==> src/rtl/corelet_seq.sv <==
// Instruction sequencer for the corelet: turns a start pulse plus job descriptor
// into the per-cycle 37-bit inst stream for one weight-stationary or output-stationary job.
module corelet_seq #(
  parameter int row    = 8,
  parameter int col    = 8,
  parameter int len_bw = 6
) (
  input  logic              clk,
  input  logic              reset,
  input  logic              start,
  input  logic              os_mode_cfg,
  input  logic              relu_cfg,
  input  logic              acc_cfg,
  input  logic [len_bw-1:0] n_vec,
  input  logic              ofifo_o_valid,
  output logic [36:0]       inst,
  output logic              busy,
  output logic              done
);

  localparam int SPAN_BW = $clog2(row + col + 1);
  localparam int CW      = (len_bw > SPAN_BW) ? len_bw : SPAN_BW;

  localparam logic [CW-1:0] COL_LAST    = CW'(col - 1);
  localparam logic [CW-1:0] ROW_LAST    = CW'(row - 1);
  localparam logic [CW-1:0] SETTLE_LAST = CW'(row + col - 1);

  typedef enum logic [3:0] {
    IDLE, WFILL, WLOAD, WWAIT, XFILL, EXEC, DRAIN,
    OFILL, OEXEC, OSETTLE, OFLUSH, DONE
  } state_t;

  state_t            state, state_nx;
  logic [CW-1:0]     cnt, rd_cnt, n_last;
  logic [len_bw-1:0] n_lat;
  logic              os_lat, relu_lat, acc_lat;
  logic              ofifo_rd;

  // n_lat is never 0 outside IDLE/DONE, so n_last does not underflow where it is used
  assign n_last   = CW'(n_lat) - CW'(1);
  assign ofifo_rd = (state == DRAIN) && ofifo_o_valid;

  always_ff @(posedge clk) begin
    if (reset) begin
      state    <= IDLE;
      cnt      <= '0;
      rd_cnt   <= '0;
      n_lat    <= '0;
      os_lat   <= 1'b0;
      relu_lat <= 1'b0;
      acc_lat  <= 1'b0;
    end else begin
      state  <= state_nx;
      cnt    <= (state_nx != state || state_nx == IDLE) ? '0 : cnt + CW'(1);
      rd_cnt <= (state != DRAIN) ? '0 : rd_cnt + CW'(ofifo_rd);
      if (state == IDLE && start) begin
        os_lat   <= os_mode_cfg;
        relu_lat <= relu_cfg;
        acc_lat  <= acc_cfg;
        n_lat    <= n_vec;
      end
    end
  end

  always_comb begin
    state_nx = state;
    unique case (state)
      IDLE:    if (start) state_nx = (n_vec == '0) ? DONE : (os_mode_cfg ? OFILL : WFILL);
      WFILL:   if (cnt == COL_LAST)    state_nx = WLOAD;
      WLOAD:   if (cnt == COL_LAST)    state_nx = WWAIT;
      WWAIT:   if (cnt == SETTLE_LAST) state_nx = XFILL;
      XFILL:   if (cnt == n_last)      state_nx = EXEC;
      EXEC:    if (cnt == n_last)      state_nx = DRAIN;
      DRAIN:   if (ofifo_rd && rd_cnt == n_last) state_nx = DONE;
      OFILL:   if (cnt == n_last)      state_nx = OEXEC;
      OEXEC:   if (cnt == n_last)      state_nx = OSETTLE;
      OSETTLE: if (cnt == SETTLE_LAST) state_nx = OFLUSH;
      OFLUSH:  if (cnt == ROW_LAST)    state_nx = DONE;
      DONE:    state_nx = IDLE;
      default: state_nx = IDLE;
    endcase
  end

  always_comb begin
    inst = '0;
    busy = (state != IDLE);
    done = (state == DONE);
    if (state != IDLE) inst[35] = os_lat;
    unique case (state)
      WFILL, XFILL: inst[2] = 1'b1;
      WLOAD: begin
        inst[3] = 1'b1;
        inst[0] = 1'b1;
      end
      EXEC: begin
        inst[3] = 1'b1;
        inst[1] = 1'b1;
      end
      DRAIN: begin
        inst[6]  = ofifo_rd;
        inst[34] = relu_lat;
        inst[33] = acc_lat & ofifo_rd;
      end
      OFILL: begin
        inst[2] = 1'b1;
        inst[5] = 1'b1;
      end
      OEXEC: begin
        inst[3] = 1'b1;
        inst[4] = 1'b1;
        inst[1] = 1'b1;
      end
      OFLUSH:  inst[36] = 1'b1;
      default: ;
    endcase
  end

  always_ff @(posedge clk) begin
    if (!reset) begin
      assert (!(inst[0] && inst[1]));
      assert (!(inst[36] && !inst[35]));
      assert (!(inst[2] && inst[3]));
    end
  end

endmodule

==> config.mk <==
export PLATFORM = sky130hd
export DESIGN_NAME = corelet_seq
export DESIGN_NICKNAME = d
export VERILOG_FILES = /design/src/rtl/corelet_seq.sv
export SDC_FILE = /design/constraint.sdc
export NUM_CORES = 1
export LEC_CHECK = 0
export CAP_MARGIN = 20
export CORE_MARGIN = 2
export CORE_UTILIZATION = 49
export CTS_BUF_LIST = sky130_fd_sc_hd__clkbuf_16
export DETAILED_ROUTE_END_ITERATION = 10
export PLACE_DENSITY_LB_ADDON = 0.05
export SYNTH_ARGS = -nofsm -noshare
export SYNTH_HDL_FRONTEND = slang
export SYNTH_SLANG_ARGS = --single-unit
==> constraint.sdc <==
create_clock -name clk -period 2.3 [get_ports clk]
set_input_delay 0.69 -clock clk [delete_from_list [all_inputs] [get_ports clk]]
set_output_delay 0.69 -clock clk [all_outputs]
set_load 0.1 [all_outputs]
### After elaboration in Yosys (flattened, before gate mapping)

Cells that the tools add are included.

* add/subtract/negate cells: 3
* $mul: 0
* divide/modulo/power cells: 0
* magnitude comparators: 0
* equal/unequal tests: 17
* shift operators: 0
* mux-type cells: 24
* bitwise gates (word level): 1
* reductions and logical operators: 13

Operators with widths (number)
* $mux W4: 12
* $pmux W4 S11: 1
* $eq A4 B3 Y1 const B: 4
* $eq A4 B4 Y1 const B: 4
* $eq A6 B6 Y1: 2
* $mux W1: 9
* $eq A4 B2 Y1 const B: 2
* $logic_not A4 Y1: 2
* $add A6 B1 Y6: 1
* $add A6 B1 Y6 const B: 1
* $eq A6 B3 Y1 const B: 1
* $eq A6 B4 Y1 const B: 1
* $logic_not A6 Y1: 1
* $reduce_or A2 Y1: 3
* $reduce_or A3 Y1: 2
* $sub A6 B1 Y6 const B: 1
* $eq A4 B1 Y1 const B: 1
* $ne A4 B3 Y1 const B: 1
* $ne A4 B4 Y1: 1
* $reduce_bool A4 Y1: 1
* $logic_and A1 B1 Y1: 3
* $mux W3: 1
* $mux W2: 1
* $and A1 B1 Y1: 1
* $logic_or A1 B1 Y1: 1

* bits in registers: 25
* bits in latches: 0
* memory bits (writable): 0
* memory bits (read-only): 0
* input bits: 13
* output and inout bits: 39
* word-level logic and storage cells: 65
* memories: 0

### Depth between registers and ports, before layout

* depth in word-level cells: 8
* gate-level depth with buffers: 9
* gate-level depth less buffers: 9

### Least setup slack after synthesis

No wires, ideal clock.

* path type: register -> output
* from: register state[0]
* to: output inst[3]
* arrival time: 3.411 ns
* required time: 1.610 ns
* path slack: -1.801 ns
* stages on the path, launching flop included: 5
* path buffers: 1
* cell sequence: dfxtp_1 > buf_2 > nand2b_1 > nor3_1 > or2_2

* longest elaborated chain between the ends: 3
* elaborated cells between the ends (all ways): 5
* classes of those cells: eq/ne: 3; mux: 1; reduce/logical: 1

RTL lines
* start, declared: RTL line 33 `state_t state, state_nx;`
* start signal, assigned: RTL line 53 `state <= state_nx;`
* $eq A4 B4 Y1, or another cell as far along: RTL line 89 `unique case (state)`
* $reduce_or A3 Y1 (no line) *
* $mux W1 *: RTL line 89
* end, declared: RTL line 16 `output logic [36:0] inst,`

Mark *: on every way between the ends. The rest lies on a longest branch, timed or not.

### Worst setup path after layout

* from: register state[0]
* to: output inst[34]

* longest elaborated chain between the ends: 2

RTL lines (RTL line)
* $eq A4 B3 Y1: 89
* $mux W2: 89

Every way passes these cells.

==> metrics.txt <==
peak supply drop 708.2 uV; Reg-to-Reg Start cnt[1]; # H-tree levels 1; final instance area 0.002703 mm2; Main synth FF type dfxtp_1; post-route DRC violation count 0; clock latency on the worst-skew pair 0.25 ns; Detailed Route WL 4.486 mm; Total Power 2142 uW; Row Count 22; Crit Path Class register to primary output; kind of end point of the critical path primary output; pre-CTS setup slack -0.3402 ns; Clock Sinks 25; number of flops mapped to enable cells by yosys 0; Post-synth ARST share 0%; CP Cell Sequence buf_4 > and4bb_4 > and2_1 > buf_12; outcome completed; antenna cells 0; Synth area leader dfxtp_1; Hold EP relu_lat; Final Core Density 72.19%; DR iter-0 viols 149; Reg clk slew, reported paths 0.06 ns; die footprint 0.004499 mm2; Hold-fix buffers, CTS 0; Hold/Removal Path Class register to register; port bufs 25; number of routed nets with antenna violations 0; Root Buffer clkbuf_16; Arr. time, crit path 1.58 ns; Avg Cell Area, Syn 7.829 um2; max incr delay on CP 0.39 ns; Reg-to-Reg End cnt[5]; Pleak 0.001080 uW; switching power of the nets 963.1 uW; Pwr Density 792.7 mW/mm2; DIE WIDTH 67.08 um; Worst Path Max Fanout 8; io pins 52; Reg power frac 25.2%; Yosys cell types 56; synthesized area 0.001949 mm2; Worst Skew 0.001545 ns; hold_ws 0.4507 ns; CTS tree built; synth warn 0; startpoint of the worst hold path relu_lat; setup bufs post-CTS 0; first-pass GRT wire length 7.507 mm; Core Box Area 0.003744 mm2; gr usage total 21.68%; Yosys reg bits 25; via count 1723; Layout Nets 310; number of cells on the worst reg-to-reg path 8; TritonCTS buffer count 3; CP startpoint kind register; drt pass-1 iters 4; Power Internal 1179 uW; area added between synthesis and finish 38.64%; RSZ-0062 raised after global routing yes; layout cell share with drive strength beyond 1 28.77%; initial core utilization 52.07%; Routed WL per cell 13.19 um; final worst-path setup slack 0.02657 ns; Critical-path top delay cell and4bb_4; Die Span Y 67.08 um; vias per cell 5.068; final setup violation count 0; Remaining Overflow, GRT 0; WP data required 1.61 ns; part of the power in the clock network 17.5%; Cell Area, Placed 0.002517 mm2; DPL Wire Length 3.511 mm; Tcrit/Tclk final 98.84%; r2r setup slk 0.06 ns; Slew Limit Fails 0; antenna violations before repair 0; Sw Share 44.96%; WP buf/inv 2; logic gate share of total power 57.2%; GPL Wtd Cong 0.9457; Hold Crit Depth 2; Mapped Cells 249; clock tree buffer depth 2; Highest Clock Rate 0.4399 GHz; maximum capacitance violations 0; largest net degree at the start of global routing 15; register area share after synthesis 25.67%; Top delay family on crit path simple AND/OR/NAND/NOR gates; post-synth top area share 25.67%; Synth area leaders dfxtp_1, buf_4, xnor2_1; vias in the first global route 1574; Hold Vio Cnt, Final 0; fin crit period 2.273 ns
[per-layer routing]
metal  GRT usage [%]  vias up  routed length (um)
met5               0        -                   0
met4           2.806        0                  10
li1                -      883                   -
met2           32.05       48                1989
met3           4.223        2                 232
met1           32.89      790                2254
[tightest hold or removal path: cells and delay by family (launching register included)]
family | cells | cell delay, ns
compound gates | 1 | 0.05
simple gates | 1 | 0.05
flops | 1 | 0.30
[through the flow]
| step | TNS [ns] | cells |
|---|---|---|
| 2_1_floorplan | -0.3946 | 274 |
| 3_5_place_dp | -2.018 | 336 |
| 3_3_place_gp | -1.540 | 336 |
| 5_1_grt | -0.01424 | 340 |
| 6_report | 0 | 340 |
| 4_1_cts | 0 | 340 |
[sequential cells by signal (all words and copies together) (netlist names)]
signal    count
rd_cnt        6
acc_lat       1
state         4
cnt           6
n_lat         6
os_lat        1
relu_lat      1
[cells by family after synthesis]
kind of cell | Yosys count | share of synthesized area [%]
compound gates | 42 | 14.76
xor+xnor | 25 | 13.41
fa+ha+maj | 4 | 2.567
buf+inv | 49 | 14.63
flops | 25 | 25.67
other cells | 1 | 0.1924
simple gates | 103 | 28.75
[cells in the mapped netlist (all sizes together), types with 2 or more instances]
library cell,instances
a211oi,2
a21oi,17
a311oi,2
and2,5
and3,4
buf,30
clkbuf,10
dfxtp,25
ha,4
inv,9
nand2,29
nand2b,3
nand3,8
nand3b,2
nand4,2
nor2,22
nor2b,6
nor3,8
nor3b,4
nor4,2
nor4b,2
o2111ai,2
o211ai,2
o21ai,4
o31ai,2
xnor2,14
xnor3,2
xor2,8
[power by group through the flow]
stage          clock network, uW  logic, uW  registers, uW
6_report                     376       1230            541
5_1_grt                      400       1300            549
4_1_cts                      381       1190            530
3_5_place_dp                   0       1180            537
3_3_place_gp                   0       1180            537
2_1_floorplan                  0        904            526
[what timing repair did]
action | in CTS | in global routing
cloned | 0 | 0
pin swaps | 4 | 10
setup endpoints to repair | 10 | 15
gates resized for setup | 5 | 23
[layout by cell type, fill, tap and decap left out, drive strengths merged, types with 2 or more instances in the layout]
master         Yosys  routed
nand4              2       2
inv                9      10
dlymetal6s2s       0       2
xor2               8       8
nand2             29      29
nor4               2       2
o31ai              2       2
a211oi             2       2
nand3b             2       2
clkbuf            10       3
o21ai              4       4
nor3               8       8
xnor2             14      14
xnor3              2       2
buf               30      42
a21oi             17      17
and2               5       5
o211ai             2       2
and3               4       4
nor3b              4       4
nand2b             3       3
nor2b              6       6
nor4b              2       2
a311oi             2       2
ha                 4       4
clkdlybuf4s50      0      10
nand3              8       8
o2111ai            2       2
dfxtp             25      25
nor2              22      22
conb               1      26
[worst max-delay path by stage]
stage,from,to,depth (start not counted)
floorplan,state[0],inst[3],4
global placement,n_vec[0],cnt[3],8
detailed placement,n_vec[0],cnt[4],8
CTS,state[0],inst[33],4
global route,state[0],inst[34],4
finish,state[0],inst[34],4
[layout make-up]
| cell class | count | area, um2 |
|---|---|---|
| tap | 48 | 60.06 |
| multi-input combinational | 200 | 1415 |
| clock buffer | 3 | 75.07 |
| fill | 309 | 1041 |
| inverter | 9 | 33.78 |
| timing repair buffer | 54 | 603.1 |
| sequential | 25 | 511.7 |
| clock inverter | 1 | 3.754 |
Note: power is estimated with default switching activity, not from simulation.
